===== config.mk =====
export PLATFORM = sky130hd
export DESIGN_NAME = subleq_prog_loader_flat
export DESIGN_NICKNAME = d
export VERILOG_FILES = /design/src/rtl/subleq_prog_loader_if.sv /design/src/rtl/subleq_prog_loader.sv /design/src/flat_wrapper.sv
export SDC_FILE = /design/constraint.sdc
export NUM_CORES = 1
export LEC_CHECK = 0
export BUFFER_PORTS_ARGS = -buffer_cell sky130_fd_sc_hd__buf_2
export CAP_MARGIN = 20
export CELL_PAD_IN_SITES_DETAIL_PLACEMENT = 1
export CELL_PAD_IN_SITES_GLOBAL_PLACEMENT = 1
export CORE_ASPECT_RATIO = 1.2
export CORE_UTILIZATION = 40
export DETAILED_ROUTE_END_ITERATION = 8
export PLACE_DENSITY = 0.73
export SYNTH_ARGS = -nofsm -noshare
export SYNTH_HDL_FRONTEND = slang
export SYNTH_SLANG_ARGS = --single-unit

===== constraint.sdc =====
create_clock -name clk -period 2.63 [get_ports clk]
set_input_delay 0.6575 -clock clk [delete_from_list [all_inputs] [get_ports clk]]
set_output_delay 0.6575 -clock clk [all_outputs]
set_load 0.05 [all_outputs]

===== src/rtl/subleq_prog_loader_if.sv =====
// Stream-in and RAM-write bus for the SUBLEQ boot loader.
// The master side is the loader: it consumes the byte stream and drives the RAM write port.
interface subleq_prog_loader_if #(
    parameter int unsigned ADDR_W = 8,
    parameter int unsigned DATA_W = 8
);
    logic              in_valid;
    logic [DATA_W-1:0] in_data;
    logic              in_ready;
    logic              ram_we;
    logic [ADDR_W-1:0] ram_adr;
    logic [DATA_W-1:0] ram_dat;

    modport master (
        input  in_valid,
        input  in_data,
        output in_ready,
        output ram_we,
        output ram_adr,
        output ram_dat
    );

    modport slave (
        output in_valid,
        output in_data,
        input  in_ready,
        input  ram_we,
        input  ram_adr,
        input  ram_dat
    );
endinterface


===== src/rtl/subleq_prog_loader.sv =====
// Boot loader for the SUBLEQ machine: streams a length-prefixed image into RAM,
// verifies the trailing checksum and only then releases the CPU from reset.
module subleq_prog_loader #(
    parameter int unsigned ADDR_W    = 8,
    parameter int unsigned DATA_W    = 8,
    parameter int unsigned BASE_ADDR = 0,
    parameter int unsigned WR_CYCLES = 1
) (
    input  logic                 clk,
    input  logic                 res,
    input  logic                 start,
    subleq_prog_loader_if.master bus,
    output logic                 cpu_res,
    output logic                 busy,
    output logic                 done,
    output logic                 err
);
    typedef enum logic [2:0] {
        StIdle,
        StLen,
        StData,
        StWrite,
        StChk,
        StRun,
        StErr
    } state_e;

    localparam logic [ADDR_W-1:0] Base      = ADDR_W'(BASE_ADDR);
    localparam logic [1:0]        WcLast    = 2'(WR_CYCLES - 1);
    // A zero LEN byte encodes a full 2^ADDR_W-word image.
    localparam logic [ADDR_W:0]   FullCount = {1'b1, {ADDR_W{1'b0}}};

    state_e            state;
    logic [ADDR_W:0]   count;
    logic [DATA_W-1:0] sum;
    logic [1:0]        wcnt;
    logic              in_ready;
    logic              ram_we;
    logic [ADDR_W-1:0] ram_adr;
    logic [DATA_W-1:0] ram_dat;
    logic              xfer;

    assign xfer         = bus.in_valid && in_ready;
    assign bus.in_ready = in_ready;
    assign bus.ram_we   = ram_we;
    assign bus.ram_adr  = ram_adr;
    assign bus.ram_dat  = ram_dat;

    always_ff @(posedge clk) begin
        if (!res) begin
            state    <= StIdle;
            count    <= '0;
            sum      <= '0;
            wcnt     <= '0;
            in_ready <= 1'b0;
            ram_we   <= 1'b0;
            ram_adr  <= Base;
            ram_dat  <= '0;
            cpu_res  <= 1'b0;
            busy     <= 1'b0;
            done     <= 1'b0;
            err      <= 1'b0;
        end else begin
            unique case (state)
                // busy is low in all three resting states, so start is only honoured here
                StIdle, StRun, StErr: begin
                    if (start) begin
                        state    <= StLen;
                        busy     <= 1'b1;
                        err      <= 1'b0;
                        done     <= 1'b0;
                        cpu_res  <= 1'b0;
                        sum      <= '0;
                        ram_adr  <= Base;
                        in_ready <= 1'b1;
                    end
                end
                StLen: begin
                    if (xfer) begin
                        count <= (bus.in_data == '0) ? FullCount : (ADDR_W + 1)'(bus.in_data);
                        state <= StData;
                    end
                end
                StData: begin
                    if (xfer) begin
                        ram_dat  <= bus.in_data;
                        sum      <= sum + bus.in_data;
                        in_ready <= 1'b0;
                        ram_we   <= 1'b1;
                        wcnt     <= '0;
                        state    <= StWrite;
                    end
                end
                StWrite: begin
                    if (wcnt == WcLast) begin
                        ram_we   <= 1'b0;
                        ram_adr  <= ram_adr + ADDR_W'(1);
                        count    <= count - (ADDR_W + 1)'(1);
                        in_ready <= 1'b1;
                        state    <= (count == (ADDR_W + 1)'(1)) ? StChk : StData;
                    end else begin
                        wcnt <= wcnt + 2'd1;
                    end
                end
                StChk: begin
                    if (xfer) begin
                        in_ready <= 1'b0;
                        busy     <= 1'b0;
                        if (bus.in_data == sum) begin
                            state   <= StRun;
                            done    <= 1'b1;
                            cpu_res <= 1'b1;
                        end else begin
                            state <= StErr;
                            err   <= 1'b1;
                        end
                    end
                end
                default: state <= StIdle;
            endcase
        end
    end
endmodule


===== src/flat_wrapper.sv =====
// flat-port wrapper written by rule: the top's interface ports become plain ports
module subleq_prog_loader_flat 
#(
    parameter int unsigned ADDR_W    = 8,
    parameter int unsigned DATA_W    = 8,
    parameter int unsigned BASE_ADDR = 0,
    parameter int unsigned WR_CYCLES = 1
)
  (clk, res, start, cpu_res, busy, done, err, bus_in_valid, bus_in_data, bus_in_ready, bus_ram_we, bus_ram_adr, bus_ram_dat);
  subleq_prog_loader_if #(.ADDR_W(ADDR_W), .DATA_W(DATA_W)) bus_i ();
  input  logic clk;
  input  logic res;
  input  logic start;
  output logic cpu_res;
  output logic busy;
  output logic done;
  output logic err;
  input wire logic [$bits(bus_i.in_valid)-1:0] bus_in_valid;
  input wire logic [$bits(bus_i.in_data)-1:0] bus_in_data;
  output wire logic [$bits(bus_i.in_ready)-1:0] bus_in_ready;
  output wire logic [$bits(bus_i.ram_we)-1:0] bus_ram_we;
  output wire logic [$bits(bus_i.ram_adr)-1:0] bus_ram_adr;
  output wire logic [$bits(bus_i.ram_dat)-1:0] bus_ram_dat;
  assign bus_i.in_valid = bus_in_valid;
  assign bus_i.in_data = bus_in_data;
  assign bus_in_ready = bus_i.in_ready;
  assign bus_ram_we = bus_i.ram_we;
  assign bus_ram_adr = bus_i.ram_adr;
  assign bus_ram_dat = bus_i.ram_dat;
  subleq_prog_loader #(.ADDR_W(ADDR_W), .DATA_W(DATA_W), .BASE_ADDR(BASE_ADDR), .WR_CYCLES(WR_CYCLES)) u_core (.clk(clk), .res(res), .start(start), .bus(bus_i), .cpu_res(cpu_res), .busy(busy), .done(done), .err(err));
endmodule

Word-level counts from Yosys, hierarchy flattened
Cells that the tools add are included.
Word-level totals
  word-level logic and storage cells: 90
  register bits: 43
Operators by class
  muxes and demuxes: 35
  eq/ne operators: 17
  reduce and logical (&&, ||, !) cells: 23
  $add $sub $neg: 4
Operator list (number)
  8-bit one-hot mux with 2 select lines: 2
  9-bit two-way mux: 3
  8-bit two-way mux: 3
  3-bit two-way mux: 6
  9-bit one-hot mux with 2 select lines: 1
  3-bit AND reduction: 6
  3-bit one-hot mux with 5 select lines: 1
  2-bit by 1-bit inequality test with 1-bit output (second input constant): 6
  4-bit AND reduction: 3
  1-bit two-way mux: 10
  2-bit nonzero test: 5
  3-bit equality test (second input constant): 3
  9-bit by 1-bit equality test with 1-bit output (second input constant): 1
  9-bit by 1-bit subtractor with 9-bit output (second input constant): 1
  8-bit by 1-bit adder with 8-bit output (second input constant): 1
  8-bit adder: 1
  8-bit equality test: 1
  8-bit logical NOT: 1
  1-bit one-hot mux with 2 select lines: 4
  3-bit by 2-bit equality test with 1-bit output (second input constant): 2
  2-bit two-way mux: 3
  2-bit inequality test (second input constant): 3
  5-bit AND reduction: 1
  2-bit one-hot mux with 2 select lines: 1
  other kinds (10): 10

Longest topological paths before layout
Gate-level depths: netlist of run 1.
  depth after elaboration: 4
  gate-level depth with buffers: 9

Worst setup path after synthesis of run 1
No wires, ideal clock.
  path kind: input to register
  start point: input port bus_in_data[0]
  end point: register u_core.sum[4]
  data arrival time: 2214 ps
  stages on the path: 7
  data required time: 2560 ps
  path slack: 346 ps
  cells stage by stage: ha_1 fa_1 a21o_1 a21oi_1 xor2_1 or4_1 a21oi_1
Between the ends
  longest elaborated chain between the ends: 3
Ends and longest elaborated chain
  from (decl): RTL line flat_wrapper.sv:19  | input wire logic [$bits(bus_i.in_data)-1:0] bus_in_data;
  8-bit adder: RTL line subleq_prog_loader.sv:87  | sum <= sum + bus.in_data;
  8-bit two-way mux: RTL line subleq_prog_loader.sv:85  | if (xfer) begin
  8-bit one-hot mux with 2 select lines: RTL line subleq_prog_loader.sv:64  | unique case (state)
  to (signal assigned): RTL line subleq_prog_loader.sv:87
  to (decl): RTL line subleq_prog_loader.sv:35  | logic [DATA_W-1:0] sum;
Every way passes these cells. The select of a mux whose other input is x is not followed.
A chain may end at the register's enable or synchronous reset.

Final worst setup path of run 1
Ends and elaborated chain as after synthesis.

==> results of run 1 <==
-- area by class of cell --
type                       instances  area (um^2)  area share
clock buffer                       5         68.8      0.0244
inverter                           8         35.0      0.0124
multi-input combinational        247         1540       0.546
tap                               82          103      0.0364
sequential                        43          861       0.306
timing repair buffer              36          188      0.0666
clock inverter                     3         23.8     0.00844
-- power groups by stage --
stage          registers (mW)  logic (mW)  clock network, mW
2_1_floorplan           0.777       0.308                  0
3_3_place_gp            0.761       0.394                  0
3_5_place_dp            0.761       0.402                  0
4_1_cts                 0.746       0.403              0.469
5_1_grt                 0.756       0.441              0.495
6_report                0.746       0.399              0.452
-- routing by layer --
layer | global-route usage | vias to the layer above
li1 | - | 1171
met1 | 0.280 | 1127
met2 | 0.363 | 30
met3 | 0.0303 | 8
met4 | 0.0617 | 0
met5 | 0 | -
-- worst min-delay path, delay by kind of cell, from the launching register on --
family | cells | cell delay, ns
buffers and inverters | 1 | 0.05
DFF | 1 | 0.33
AOI/OAI and AO/OA | 1 | 0.05
-- worst max path at each step --
stage	startpoint	endpoint	slack (ns)
after floorplan	bus_in_data[0]	u_core.sum[4]$_SDFFE_PN0P_	0.35
after global placement	bus_in_data[0]	u_core.sum[4]$_SDFFE_PN0P_	0.11
after detailed placement	bus_in_data[0]	u_core.sum[4]$_SDFFE_PN0P_	0.05
after CTS	bus_in_data[0]	u_core.sum[4]$_SDFFE_PN0P_	0.38
after global routing	bus_in_data[0]	u_core.sum[4]$_SDFFE_PN0P_	0.26
final	bus_in_data[0]	u_core.sum[4]$_SDFFE_PN0P_	0.35
-- flip-flops by register name, indices dropped and copies added, names as in the netlist --
signal	flops
u_core.busy	1
u_core.bus.ram_adr	8
u_core.bus.ram_we	1
u_core.done	1
u_core.bus.ram_dat	8
u_core.wcnt	2
u_core.err	1
u_core.sum	8
u_core.state	3
u_core.bus.in_ready	1
u_core.count	9
-- cell usage in the layout, fill, tap and decap left out, types with 8 or more instances in the layout --
cell,Yosys,layout
a21oi_1,34,34
nor3_1,8,8
xnor2_1,8,8
nand2_1,35,35
dfxtp_1,43,43
o21ai_0,11,11
ha_1,11,11
nand3_1,14,14
buf_2,3,33
nor2_1,40,40
-- stage by stage --
step           total power, mW  hold slack (ns)
2_1_floorplan             1.08            0.433
3_5_place_dp              1.16            0.451
4_1_cts                   1.62            0.463
5_1_grt                   1.69            0.479
6_report                  1.60            0.462
3_3_place_gp              1.16            0.441
-- kinds of logic after synthesis --
family | Yosys count | share of synthesized area
AOI/OAI and AO/OA | 88 | 0.224
xor gates and xnor gates | 15 | 0.0541
adders and majority gates | 12 | 0.0614
buffers and inverters | 25 | 0.0653
DFF | 43 | 0.335
muxes | 1 | 0.00439
and+or+nand+nor | 131 | 0.256
==> impl_metrics.json, run 1 <==
{
  "status": "complete, no violations",
  "fin_cells": 424,
  "post-route-drc-count": 0,
  "cellPowerDensity_nw_per_um2": 567,
  "period_minus_slack_ns": 2.28,
  "path_cells": "buf_2, ha_1, fa_1, a21o_1, a21oi_1, xor2_1, or4_1, a21oi_1",
  "placed_cell_area_um2": 2730,
  "min_to": "u_core.err$_SDFFE_PN0P_",
  "layout_setup_ws_ns": 0.353,
  "maxCapViolCount": 0,
  "syn_to_final_growth_pct": 9.75,
  "fin_util": 0.460,
  "cts_tree": "yes",
  "crit_type": "in -> reg",
  "die-width_um": 75.1,
  "ys_warn_count": 0,
  "routed_via_density": 5.51,
  "antenna_left": 0,
  "p_sw_uw": 586,
  "met1_length_um": 3140,
  "ir_drop_v": 0.000214,
  "synth_common_cells": "dfxtp_1 (43), nor2_1 (40), nand2_1 (35), a21oi_1 (34), nand3_1 (14)",
  "sw_frac_of_total": 0.367,
  "grt_max_degree": 30,
  "dr.pass1.iters": 4,
  "worstMarginPinSlew_ns": 0.824,
  "crit_fanout": 4,
  "r2r-start": "u_core.state[1]$_SDFFE_PN0P_",
  "synth_top_area_cell": "dfxtp_1",
  "cts_resized": 0,
  "critPathRequiredTime_ns": 2.88,
  "critical-path-max-stage-delay_ns": 0.42,
  "grt_overflow_total": 0,
  "p_clk_frac": 0.283,
  "num_vias": 2336,
  "syn-cell-area_um2": 2570,
  "yosysSeqAreaShare": 0.335,
  "fin_area_um2": 2820,
  "wl_per_cell_um": 15.9,
  "cpMostUsedCell": "a21oi_1",
  "synth.most_common_cell": "dfxtp_1",
  "io_buffers": 33,
  "fillers": 782,
  "rrSetupSlack_ns": 0.51,
  "worstPathArrival_ns": 2.53,
  "r2r-end": "u_core.count[0]$_SDFFE_PN0P_",
  "slew_viol_final": 0,
  "cp_top_family": "adder cells",
  "max_freq_mhz": 439,
  "routed.top_layer": "met4",
  "hold_violations": 0,
  "cpMaxStageDelayCell": "fa_1",
  "synth_edf_count": 0,
  "rows": 31,
  "path_clk_slew_ns": 0.10,
  "synthTopCellsByArea": "dfxtp_1 (34%), a21oi_1 (6.6%), nor2_1 (5.8%), ha_1 (5.4%), nand2_1 (5.1%)",
  "pwr-share-comb": 0.250,
  "cp-end-kind": "register",
  "grt_pass1_vias": 2344,
  "grt_pass1_wl_um": 11300,
  "synthCells": 315,
  "ios": 34,
  "async_flop_share": 0,
  "worst-path-buf-inv": 1,
  "synth_seq_cells": 43,
  "final-setup-viol-count": 0,
  "dieHeight_um": 89.8,
  "clk_path_buf_depth": 2,
  "track_usage": 0.215,
  "layout-drive-gt1-share": 0.167,
  "syn_area_per_cell_um2": 8.15,
  "routed_wl_um": 6740,
  "synth_nets": 339,
  "antenna_found_initial": 0,
  "clk_latency_ns": 0.30,
  "nNetsFinal": 365,
  "cp.depth": 8,
  "synth_top_cell_area_share": 0.335,
  "start_util": 0.419,
  "wl_met2_um": 3380,
  "skew_ns": 0.00904,
  "rsz0062_at_grt": "no",
  "relSlewSlack": 0.446,
  "cts_root_buf": "clkbuf_8",
  "yosysUniqueCellTypes": 58,
  "routabilityCongestion": 0.851,
  "dp.cells": 416,
  "worstSetupStartpointType": "input port",
  "rr_worst_depth": 5,
  "min_period_over_period": 0.866,
  "hold_path_class": "reg -> reg",
  "cts.sinks": 43,
  "place_hpwl_um": 4920,
  "drtIter0Drc": 89,
  "post-cts-setup-buffer-count": 0,
  "worstHoldStart": "u_core.err$_SDFFE_PN0P_",
  "p_seq_frac": 0.467,
  "leakage_nw": 1.09,
  "route.met3.wl_um": 144,
  "ys.flop_type": "dfxtp_1",
  "intPower_mw": 1.01,
  "antenna_cells": 0,
  "core_um2": 6130,
  "cts_inserted_buffers": 5,
  "hold-path-cell-count": 2,
  "fp.dieArea_um2": 6740,
  "holdBufCountCts": 0,
  "tns_ns": 0,
  "h-tree-depth": 2,
  "post-place-ws_ns": 0.0464
}
Power figures use the tool's default switching activity.
==> run 2, diff against run 1 <==
RECOVER_POWER = 100   (was default)
==> run 2 against run 1 <==
Effect of this change:
- wire length rose by 0.65%
- sequential share of layout area rose by 0.72 points
- clock skew fell by 0.00067 ns
- non-clock buffer count did not move
- critical path type unchanged
==> impl_metrics.json, run 2 (same netlist as run 1, synthesis figures left out) <==
{
  "nNetsFinal": 365,
  "fillers": 794,
  "critPathRequiredTime_ns": 2.88,
  "cellPowerDensity_nw_per_um2": 574,
  "hold_path_class": "reg -> reg",
  "worstPathArrival_ns": 2.54,
  "syn_to_final_growth_pct": 7.21,
  "ios": 34,
  "start_util": 0.419,
  "h-tree-depth": 2,
  "worstMarginPinSlew_ns": 0.865,
  "largest-register": "u_core.count",
  "post-route-drc-count": 0,
  "worstSetupStartpointType": "input port",
  "rr_worst_depth": 5,
  "min_to": "u_core.bus.ram_dat[6]$_SDFFE_PN0P_",
  "track_usage": 0.215,
  "antenna_left": 0,
  "antenna_cells": 0,
  "dieHeight_um": 89.8,
  "holdBufCountCts": 0,
  "num_vias": 2343,
  "hold_violations": 0,
  "cts_inserted_buffers": 5,
  "grt_overflow_total": 0,
  "dr.pass1.iters": 4,
  "worstHoldStart": "u_core.bus.ram_dat[6]$_SDFFE_PN0P_",
  "post-cts-setup-buffer-count": 0,
  "io_buffers": 33,
  "cts_root_buf": "clkbuf_8",
  "cts_resized": 0,
  "drtIter0Drc": 92,
  "period_minus_slack_ns": 2.29,
  "fin_util": 0.449,
  "routed_wl_um": 6790,
  "rrSetupSlack_ns": 0.38,
  "path_clk_slew_ns": 0.10,
  "cpMostUsedCell": "a21oi_1",
  "layout-drive-gt1-share": 0.0877,
  "routabilityCongestion": 0.851,
  "slew_viol_final": 0,
  "final_common_cell": "dfxtp_1",
  "place_hpwl_um": 4920,
  "critical-path-max-stage-delay_ns": 0.42,
  "maxCapViolCount": 0,
  "die-width_um": 75.1,
  "cp-end-kind": "register",
  "grt_pass1_wl_um": 11300,
  "layout_common_cells": "dfxtp_1 (43), nor2_1 (40), nand2_1 (35)",
  "r2r-end": "u_core.sum[7]$_SDFFE_PN0P_",
  "leakage_nw": 0.982,
  "wl_per_cell_um": 16.0,
  "p_total_mw": 1.58,
  "crit_fanout": 4,
  "tns_ns": 0,
  "cts_tree": "yes",
  "status": "complete, no violations",
  "max_freq_mhz": 436,
  "min_period_over_period": 0.871,
  "antenna_found_initial": 0,
  "worst-path-buf-inv": 1,
  "routed_via_density": 5.53,
  "rows": 31,
  "hold-path-cell-count": 2,
  "core_um2": 6130,
  "r2r-start": "u_core.state[1]$_SDFFE_PN0P_",
  "cts.sinks": 43,
  "largest_register_ffs": 9,
  "rsz0062_at_grt": "no",
  "grt_max_degree": 30,
  "final-setup-viol-count": 0,
  "crit_type": "in -> reg",
  "grt_pass1_vias": 2344,
  "cp_top_family": "adder cells",
  "relSlewSlack": 0.421,
  "skew_ns": 0.00837,
  "ir_drop_v": 0.000212,
  "clk_latency_ns": 0.30,
  "clk_path_buf_depth": 2,
  "path_cells": "clkbuf_1, ha_1, fa_1, a21o_1, a21oi_1, xor2_1, or4_1, a21oi_1",
  "fp.dieArea_um2": 6740,
  "cpMaxStageDelayCell": "fa_1"
}
## run 2: area by class of cell
type / count / area, um^2 / area share
Clock buffer: 5 / 68.8 / 0.0250
Inverter: 8 / 35.0 / 0.0127
Timing Repair Buffer: 36 / 155 / 0.0564
Tap cell: 82 / 103 / 0.0373
Sequential cell: 43 / 861 / 0.313
Clock inverter: 3 / 23.8 / 0.00864
Multi-Input combinational cell: 247 / 1510 / 0.547
## run 2: power breakdown
| part | leakage (nW) | internal (mW) | switching, mW | total, mW |
|---|---|---|---|---|
| Clock | 0.0408 | 0.190 | 0.262 | 0.453 |
| Combinational | 0.593 | 0.125 | 0.257 | 0.383 |
| Sequential | 0.348 | 0.683 | 0.0611 | 0.745 |
| Total | 0.982 | 0.999 | 0.581 | 1.58 |
## run 2: worst max-delay path by stage
stage | from | endpoint | slack [ns] | cells past startpoint
floorplan | bus_in_data[0] | u_core.sum[4]$_SDFFE_PN0P_ | 0.35 | 7
global placement | bus_in_data[0] | u_core.sum[4]$_SDFFE_PN0P_ | 0.11 | 8
detailed placement | bus_in_data[0] | u_core.sum[4]$_SDFFE_PN0P_ | 0.05 | 8
CTS | bus_in_data[0] | u_core.sum[4]$_SDFFE_PN0P_ | 0.38 | 8
global route | bus_in_data[0] | u_core.sum[4]$_SDFFE_PN0P_ | 0.24 | 8
finish | bus_in_data[0] | u_core.sum[4]$_SDFFE_PN0P_ | 0.34 | 8
## run 2: worst min-delay path: cells and delay by family (launching register included)
| family | cells | cell delay [ns] |
|---|---|---|
| flops | 1 | 0.32 |
| simple gates | 1 | 0.05 |
| compound gates | 1 | 0.05 |
## run 2: metal layers
metal / part of all wire / GRT usage / vias up
met5: 0 / 0 / -
met2: 0.50 / 0.363 / 35
met1: 0.46 / 0.280 / 1131
met3: 0.028 / 0.0303 / 7
li1: - / - / 1170
met4: 0.013 / 0.0617 / 0
## run 2: through the flow
stage,setup slack [ns],instance area [um^2],std cells,hold WS [ns]
after floorplan,0.346,2570,315,0.433
after global placement,0.111,2730,416,0.441
after detailed placement,0.0464,2730,416,0.451
after CTS,0.376,2820,424,0.463
after global routing,0.237,2750,424,0.480
final,0.338,2750,424,0.463
==> run 3, diff against run 2 <==
REMOVE_ABC_BUFFERS = 1   (was default)
==> run 3 against run 2 <==
Effect of this change:
- global-route usage is 0.34 points lower
- wire length is 2.9% lower
- count of clock-buffer cells in the layout stayed put
- sequential share of layout area is 0.30 points lower
- power is 0.64% lower
- clock skew hardly changed
- sequential power hardly changed
- design area is 0.95% higher
- utilization is 0.43 points higher
- highest routed layer unchanged
==> impl_metrics.json, run 3 (same netlist as run 1, synthesis figures left out) <==
{
  "status": "complete, no violations",
  "post-route-drc-count": 0,
  "antenna_cells": 0,
  "path_clk_slew_ns": 0.09,
  "start_util": 0.419,
  "worstSetupStartpointType": "input port",
  "layout_setup_ws_ns": 0.396,
  "num_vias": 2359,
  "clk_path_buf_depth": 2,
  "ios": 34,
  "core_um2": 6130,
  "maxCapViolCount": 0,
  "max_freq_mhz": 448,
  "cp-end-kind": "register",
  "leakage_nw": 0.989,
  "io_buffers": 33,
  "use_met1": 0.277,
  "antenna_left": 0,
  "largest-register": "u_core.count",
  "worstMarginPinSlew_ns": 0.852,
  "final-setup-viol-count": 0,
  "rows": 31,
  "holdBufCountCts": 0,
  "fp.dieArea_um2": 6740,
  "nNetsFinal": 365,
  "wl_per_cell_um": 15.5,
  "worstPathArrival_ns": 2.47,
  "grtUsageMet2": 0.363,
  "worst-path-buf-inv": 1,
  "layout-drive-gt1-share": 0.0877,
  "dieHeight_um": 89.8,
  "top_usage_layer": "met2",
  "fillers": 805,
  "h-tree-depth": 2,
  "cts_tree": "yes",
  "routed_wl_um": 6590,
  "drtIter0Drc": 88,
  "ir_drop_v": 0.000255,
  "cpMaxStageDelayCell": "fa_1",
  "cts_root_buf": "clkbuf_8",
  "critical-path-max-stage-delay_ns": 0.41,
  "use_met3": 0.0269,
  "rsz0062_at_grt": "no",
  "tns_ns": 0,
  "min_period_over_period": 0.850,
  "place_hpwl_um": 4810,
  "dr.pass1.iters": 4,
  "path_cells": "clkbuf_1, ha_1, fa_1, a21o_1, a21oi_1, xor2_1, or4_1, a21oi_1",
  "final_common_cell": "dfxtp_1",
  "post-place-ws_ns": 0.106,
  "slew_viol_final": 0,
  "cellPowerDensity_nw_per_um2": 565,
  "grt_max_degree": 21,
  "crit_fanout": 4,
  "track_usage": 0.212,
  "layout_common_cells": "dfxtp_1 (43), nor2_1 (40), nand2_1 (35)",
  "relSlewSlack": 0.427,
  "largest_register_ffs": 9,
  "syn_to_final_growth_pct": 8.24,
  "grt_pass1_vias": 2324,
  "cts_resized": 0,
  "hold_path_class": "reg -> reg",
  "cts_inserted_buffers": 5,
  "routed_via_density": 5.56,
  "clk_latency_ns": 0.30,
  "grt_pass1_wl_um": 11200,
  "cp_top_family": "adder cells",
  "crit_type": "in -> reg",
  "routabilityCongestion": 0.839,
  "skew_ns": 0.00824,
  "post-cts-setup-buffer-count": 0,
  "antenna_found_initial": 0,
  "grt_overflow_total": 0,
  "hold_violations": 0,
  "cts.sinks": 43,
  "cpMostUsedCell": "a21oi_1",
  "period_minus_slack_ns": 2.23,
  "die-width_um": 75.1,
  "critPathRequiredTime_ns": 2.87
}
-- run 3: layer usage --
metal / up-vias / wire [um]
met3: 7 / 156
met2: 35 / 3280
met1: 1149 / 3080
li1: 1168 / -
met5: - / 0
met4: 0 / 70
-- run 3: worst min-delay path: cells and delay by family, from the launching register on --
family	cells	cell delay (ns)
AO/OA/AOI/OAI	1	0.05
buffers and inverters	1	0.05
flip-flops	1	0.32
-- run 3: final timing paths --
check	start	to	slack [ns]	cells past startpoint
max	bus_in_data[0]	u_core.sum[4]$_SDFFE_PN0P_	0.40	8
min	u_core.err$_SDFFE_PN0P_	u_core.err$_SDFFE_PN0P_	0.46	2
max reg2reg	u_core.state[1]$_SDFFE_PN0P_	u_core.state[2]$_SDFFE_PN0P_	0.52	4
min reg2reg	u_core.err$_SDFFE_PN0P_	u_core.err$_SDFFE_PN0P_	0.46	2
-- run 3: final cells by class --
class	instances	area, um^2	share of cell area
timing repair buffer	36	170	0.0612
sequential	43	861	0.310
clock inverter	3	20.0	0.00720
multi-input combinational	247	1520	0.548
tap	82	103	0.0369
inverter	8	35.0	0.0126
clock buffer	5	68.8	0.0248
-- run 3: per-stage QoR --
stage | instance area (um^2) | util | hold WS, ns | std cells | total power, mW
after floorplan | 2430 | - | 0.436 | 298 | 1.04
after global placement | 2740 | 0.447 | 0.435 | 416 | 1.15
after detailed placement | 2740 | 0.447 | 0.444 | 416 | 1.17
after CTS | 2830 | 0.461 | 0.457 | 424 | 1.61
after global routing | 2780 | 0.453 | 0.490 | 424 | 1.67
final | 2780 | 0.453 | 0.457 | 424 | 1.57
-- run 3: where the power goes --
part           switching [mW]  leakage, nW  internal, mW
sequential             0.0607        0.348         0.683
clock                   0.248       0.0402         0.185
combinational           0.262        0.601         0.131
